===== config.mk =====
export PLATFORM = sky130hd
export DESIGN_NAME = pipe_hazard_scoreboard
export DESIGN_NICKNAME = d
export VERILOG_FILES = /design/src/rtl/pipe_hazard_scoreboard.sv
export SDC_FILE = /design/constraint.sdc
export NUM_CORES = 1
export LEC_CHECK = 0
export CORE_MARGIN = 5
export CORE_UTILIZATION = 54
export DETAILED_ROUTE_END_ITERATION = 10
export PLACE_DENSITY = 0.88
export SLEW_MARGIN = 0
export SYNTH_ARGS = -nofsm -noshare
export SYNTH_HDL_FRONTEND = slang
export SYNTH_SLANG_ARGS = --single-unit

===== constraint.sdc =====
create_clock -name clk -period 4.55 [get_ports clk]
set_clock_uncertainty 0.1 [all_clocks]
set_input_delay 1.1375 -clock clk [delete_from_list [all_inputs] [get_ports clk]]
set_output_delay 1.1375 -clock clk [all_outputs]
set_load 0.01 [all_outputs]

===== src/rtl/pipe_hazard_scoreboard.sv =====
// Unified hazard unit beside ID: tracks in-flight destinations, chooses stall or
// forwarding per operand, and handles branches by stall-until-resolve or flush.
module pipe_hazard_scoreboard #(
  parameter int REG_AW    = 5,
  parameter int DEPTH     = 3,
  parameter int FWD_EN    = 1,
  parameter int LOAD_LAT  = 2,
  parameter int CTRL_MODE = 0,
  parameter int BR_STAGE  = 2,
  parameter int FSEL_W    = $clog2(DEPTH + 1)
) (
  input  logic              clk,
  input  logic              rst_n,
  input  logic              id_valid,
  input  logic [REG_AW-1:0] id_rs,
  input  logic [REG_AW-1:0] id_rt,
  input  logic              id_use_rs,
  input  logic              id_use_rt,
  input  logic [REG_AW-1:0] id_dest,
  input  logic              id_reg_write,
  input  logic              id_is_load,
  input  logic              id_is_ctrl,
  input  logic              redirect,
  output logic              stall,
  output logic              bubble,
  output logic              flush,
  output logic [FSEL_W-1:0] fwd_sel_rs,
  output logic [FSEL_W-1:0] fwd_sel_rt
);

  localparam int CNT_W = $clog2(BR_STAGE + 2);

  typedef enum logic {IDLE, CWAIT} stateT;

  stateT             state, stateNext;
  logic [CNT_W-1:0]  cnt, cntNext;
  logic              ctrlBusy;

  logic [DEPTH-1:0]  sbV, sbLoad, sbCtrl;
  logic [REG_AW-1:0] sbDest [DEPTH];

  logic              rsHit, rsLd, rsEarly, rtHit, rtLd, rtEarly;
  logic [FSEL_W-1:0] rsSel, rtSel;
  logic              rawStall, redirectFlush, stallInt, bubbleInt;

  // Scan oldest to youngest so the youngest matching producer is the one kept.
  always_comb begin
    rsHit = 1'b0; rsLd = 1'b0; rsEarly = 1'b0; rsSel = '0;
    rtHit = 1'b0; rtLd = 1'b0; rtEarly = 1'b0; rtSel = '0;
    for (int k = DEPTH - 1; k >= 0; k--) begin
      if (id_use_rs && (id_rs != '0) && sbV[k] && (sbDest[k] == id_rs)) begin
        rsHit   = 1'b1;
        rsLd    = sbLoad[k];
        rsEarly = (k + 1 < LOAD_LAT);
        rsSel   = FSEL_W'(k + 1);
      end
      if (id_use_rt && (id_rt != '0) && sbV[k] && (sbDest[k] == id_rt)) begin
        rtHit   = 1'b1;
        rtLd    = sbLoad[k];
        rtEarly = (k + 1 < LOAD_LAT);
        rtSel   = FSEL_W'(k + 1);
      end
    end
  end

  always_comb begin
    rawStall = 1'b0;
    if (id_valid) begin
      if (FWD_EN == 0) rawStall = rsHit | rtHit;
      else             rawStall = (rsHit & rsLd & rsEarly) | (rtHit & rtLd & rtEarly);
    end
  end

  always_comb begin
    stateNext = state;
    cntNext   = cnt;
    ctrlBusy  = 1'b0;
    case (state)
      IDLE: begin
        if ((CTRL_MODE == 0) && id_valid && id_is_ctrl && !rawStall) begin
          stateNext = CWAIT;
          cntNext   = CNT_W'(BR_STAGE + 1);
        end
      end
      CWAIT: begin
        ctrlBusy = 1'b1;
        cntNext  = cnt - CNT_W'(1);
        if (cnt == CNT_W'(1)) stateNext = IDLE;
      end
    endcase
  end

  assign redirectFlush = (CTRL_MODE == 1) && redirect && sbCtrl[BR_STAGE];
  assign stallInt      = rawStall | ctrlBusy;
  assign bubbleInt     = stallInt | redirectFlush;

  // Reset must silence the control outputs immediately, even mid-stall.
  assign stall  = rst_n & stallInt;
  assign bubble = rst_n & bubbleInt;
  assign flush  = rst_n & redirectFlush;

  always_ff @(posedge clk) begin
    if (!rst_n) begin
      state <= IDLE;
      cnt   <= '0;
    end else begin
      state <= stateNext;
      cnt   <= cntNext;
    end
  end

  // Wrong-path instructions younger than the branch die as they shift onward.
  always_ff @(posedge clk) begin
    if (!rst_n) begin
      sbV    <= '0;
      sbLoad <= '0;
      sbCtrl <= '0;
      for (int k = 0; k < DEPTH; k++) sbDest[k] <= '0;
    end else begin
      for (int k = DEPTH - 1; k > 0; k--) begin
        sbV[k]    <= sbV[k-1];
        sbDest[k] <= sbDest[k-1];
        sbLoad[k] <= sbLoad[k-1];
        sbCtrl[k] <= sbCtrl[k-1];
        if (redirectFlush && (k <= BR_STAGE)) begin
          sbV[k]    <= 1'b0;
          sbCtrl[k] <= 1'b0;
        end
      end
      if (bubbleInt) begin
        sbV[0]    <= 1'b0;
        sbDest[0] <= '0;
        sbLoad[0] <= 1'b0;
        sbCtrl[0] <= 1'b0;
      end else begin
        sbV[0]    <= id_valid & id_reg_write & (id_dest != '0);
        sbDest[0] <= id_dest;
        sbLoad[0] <= id_is_load;
        sbCtrl[0] <= id_valid & id_is_ctrl;
      end
    end
  end

  always_ff @(posedge clk) begin
    if (!rst_n || bubbleInt) begin
      fwd_sel_rs <= '0;
      fwd_sel_rt <= '0;
    end else begin
      fwd_sel_rs <= (FWD_EN != 0) ? rsSel : '0;
      fwd_sel_rt <= (FWD_EN != 0) ? rtSel : '0;
    end
  end

endmodule


==> results list <==
- The flow ran to the end, and the final reports show no timing, DRC or antenna violations.
- Data on the critical path is required at its endpoint by approximately 3.3 ns.
- The share of the Yosys chip area taken by registers is 0.4535.
* Number of standard cells after synthesis: 132
- Entering global routing, the biggest net connects 17 pins.
- Worst Reg-to-Reg Cells: 6
- Max-cap violations in this run came to 0.
- DR vias: around 1200
- Fmax: 0.2384 GHz
* Maximum count of clock buffers along a single path: 2
- In this run the remaining antenna-violating nets after routing total 0.
- Clock latency on the worst-skew pair, taken at its later pin, is 0.31 ns.
- Post-layout net count: 214
- Sum Neg Setup Slack: 0 ns
- The initial antenna violation count is 0.
- In this run the tool buffered the top-level ports with 28 buffer cells.
* Library cell contributing the largest single delay on the critical path: sky130_fd_sc_hd__or4_1
* Final setup violation count: 0
* Endpoint of the worst hold path: sbV[2]
- Mapped Avg Cell Area: approximately 11 um2
- The repair_antennas step left the layout with diodes totalling 0.
* First-pass GRT wire length: 5499 um
- Setup slack on the worst reg-to-reg path comes out at ~2.5 ns.
- Final worst path period share: 0.9218
- Routed wire length: 3120 um
- Summed over all cells, the static leakage comes to about 0.00080 uW.
* Sinks on the clock net: 26
* Placed cell area: 1929 um2
- Timing analysis after detailed placement gives a worst setup slack of 0.04580 ns.
- XOR/XNOR Fraction of Synth Area: 0.1777
* Vias in the first global route: ~1200
* Crit path arrival time: between 2 and 3 ns
- Design area: roughly 2000 um2
- The count of final hold-check violations was 0.
- Among all cell types in the netlist, the one instantiated most often is sky130_fd_sc_hd__xnor2_1.
- Critical path peak fanout: 3
- After detailed routing, the average wire length per cell comes to ~14 um.
- Number of warnings reported in the yosys synthesis log: 0
* Hold path start: sbV[1]
- Number of clock buffers inserted by TritonCTS: 3
* Top cell type by total area after synthesis: sky130_fd_sc_hd__edfxtp_1
- After the first detailed-routing iteration, the DRC count stood at 42.
- In the global route stage, overall resource usage came out at 0.1732.
- After global routing the overflow that remains totals 0.
* CP peak stage delay: approximately 0.56 ns
- Worst ir drop on vdd: roughly 0.23 mV
- The share of the synthesized area in compound gates (AO/OA/AOI/OAI) is 0.08376.
- The signal on the critical path passes through clkdlybuf4s50_1, or4_1, o21ai_2, nand4b_2, a21oi_2, o21a_1, dlymetal6s2s_1.
- Multi-input combinational cell area: a little over 800 um2
- CTS H-Tree Depth: 1
- The share of synthesized area in the top cell type comes to 0.3046.
- Fraction of layout cells with a size suffix above 1: 0.1862
- After detailed routing, the number of vias per cell comes to 5.265.
- The worst setup path is captured at an output port.
- Worst-Margin Slew: 0.6606 ns
* Sum of internal, switching and leakage power: 473.1 uW
- Die area: between 3000 and 4000 um2
- During I/O placement, the number of pins put on the boundary was 31.
- Minimum clock period: 4.194 ns
- STA classifies the critical path startpoint as a primary input.
- Post-Synth Simple-Gate Area: 0.2411
- Root buffer selected by CTS: sky130_fd_sc_hd__clkbuf_4
- Hold path cells: 1
- Number of distinct library cells after synthesis: 36
- The core region is approximately 2700 um2.
* Most numerous cell types in the synthesized netlist: 22 x sky130_fd_sc_hd__xnor2_1, 15 x sky130_fd_sc_hd__edfxtp_1, 12 x sky130_fd_sc_hd__and2_1, 11 x sky130_fd_sc_hd__dfxtp_1, 8 x sky130_fd_sc_hd__xor2_1
- Buffers inserted to repair hold after CTS numbered 0.
- Worst Setup Slack, final: about 0.36 ns
- Combinational family with the most area after synthesis: simple AND/OR/NAND/NOR gates
* Worst reg2reg path startpoint: sbDest[0][1]
- Sorting the synthesized cells by area gives the leading types as sky130_fd_sc_hd__edfxtp_1 30%, sky130_fd_sc_hd__dfxtp_1 15%, sky130_fd_sc_hd__xnor2_1 13%.
* Worst setup path start: id_rs[1]
- Estimated wirelength of the detail-placed design: between 2000 and 3000 um
* Multiplexer fraction of the synthesized cell area: 0
* EDFF count, synth: 15
- Clock tree from TritonCTS: done
* Ys flop type: sky130_fd_sc_hd__edfxtp_1
* Arithmetic-cell share of the synthesized area counting full adders, half adders and majority gates: 0.008460
- Die span in x: 62.33 um
- Setup repair after global routing left no endpoint under its margin.
- The worst setup path is of the primary input to output port kind.
- Post-synthesis instance area: between 1000 and 1500 um2
- Row count: 19
- Measured against its own limit, the worst slew margin works out to 0.5596.
* Max Transition Viols Final: 0
- From synthesis to final layout, the design area changed by 33.50%.
- The filler cells instantiated in the layout total 201.
- Endpoint of the worst register-to-register path: cnt[1]
* Total iterations of the first detailed-routing run: 4
* Power per unit of standard cell area: between 200 and 250 nW/um2
- For this configuration, the core starts out at a cell density of 0.5505.
- After clock tree synthesis, the clock-pin slew on the worst setup and hold paths is ~0.13 ns.
- Summing all flip-flop and latch instances after layout gives between 600 and 700 um2.
- Share of synthesized flip-flops with an asynchronous set or reset: 0
- Y dimension of the die: slightly above 60 um
- In the routed design, unresolved DRC markers number 0.
- The tightest min-delay check is of the register to register type.
- #FFs+latches synth: 26
- Fraction of the core area covered by cells at the end of the flow: 0.7350
- Placer congestion estimate: slightly above 0.9
-- final cells by class --
| class | count | area share |
|---|---|---|
| multi-input combinational | 112 | 0.4164 |
| inverter | 3 | 0.005703 |
| timing repair buffer | 43 | 0.2053 |
| tap | 31 | 0.01965 |
| clock buffer | 4 | 0.01331 |
| sequential | 26 | 0.3397 |
-- layer usage --
layer,share of wire,wire [um],track usage,vias to the layer above
li1,-,-,-,563
met1,0.42,1317,0.2023,538
met2,0.49,1532,0.2979,44
met3,0.064,199,0.04144,8
met4,0.022,70,0.07692,0
met5,0,0,0,-
-- report_power, final --
part / switching, uW / internal, uW
sequential: 13.6 / 263
combinational: 41.1 / 54.7
clock: 66.1 / 34.2
total: 121 / 352
-- through the flow --
stage,std cells,hold slack (ns)
6_report,219,0.4099
5_1_grt,219,0.4318
3_3_place_gp,215,0.3719
4_1_cts,219,0.4074
2_1_floorplan,146,0.3524
3_5_place_dp,215,0.3845
-- how the worst max path moves through the flow --
| stage | endpoint | slack (ns) | cells after the start |
|---|---|---|---|
| final | stall | 0.36 | 7 |
| after detailed placement | stall | 0.05 | 7 |
| after global routing | bubble | 0.29 | 7 |
| after floorplan | stall | 0.86 | 6 |
| after CTS | stall | 0.03 | 7 |
| after global placement | bubble | 0.05 | 7 |
-- layout by cell type, fill, tap and decap left out, types with 5 or more instances in the layout --
master / Yosys / layout
sky130_fd_sc_hd__clkdlybuf4s50_1: 0 / 23
sky130_fd_sc_hd__xnor2_1: 22 / 22
sky130_fd_sc_hd__conb_1: 2 / 16
sky130_fd_sc_hd__buf_4: 2 / 15
sky130_fd_sc_hd__edfxtp_1: 15 / 15
sky130_fd_sc_hd__and2_1: 12 / 12
sky130_fd_sc_hd__dfxtp_1: 11 / 11
sky130_fd_sc_hd__xor2_1: 8 / 8
sky130_fd_sc_hd__nand2_1: 7 / 7
sky130_fd_sc_hd__nor3b_2: 5 / 5
sky130_fd_sc_hd__dlymetal6s2s_1: 0 / 5
-- worst max-delay path: cells and delay by family --
kind / cells / cell delay [ns]
AND/OR/NAND/NOR: 2 / 0.73
buffers and inverters: 2 / 0.67
AO/OA/AOI/OAI: 3 / 0.43
-- kinds of logic (layout without fill, tap and decap cells) --
group                      count (synthesis)  count (layout)
xor gates and xnor gates                  30              30
and+or+nand+nor                           50              50
AOI/OAI and AO/OA                         15              15
buffers and inverters                      8              50
DFF                                       26              26
adders and majority gates                  1               1
other                                      2              16
-- flip-flops by register name (all words and copies together), names as in the netlist --
name / flops
state: 1
sbDest: 15
cnt: 2
fwd_sel_rs: 2
sbV: 3
fwd_sel_rt: 2
sbLoad: 1
-- timing repair --
| item | 4_1_cts | 5_1_grt |
|---|---|---|
| resized for setup | 0 | 6 |
| buffers inserted | 0 | 0 |
| setup endpoints to repair | 0 | 2 |
(Power assumes the default switching activity.)
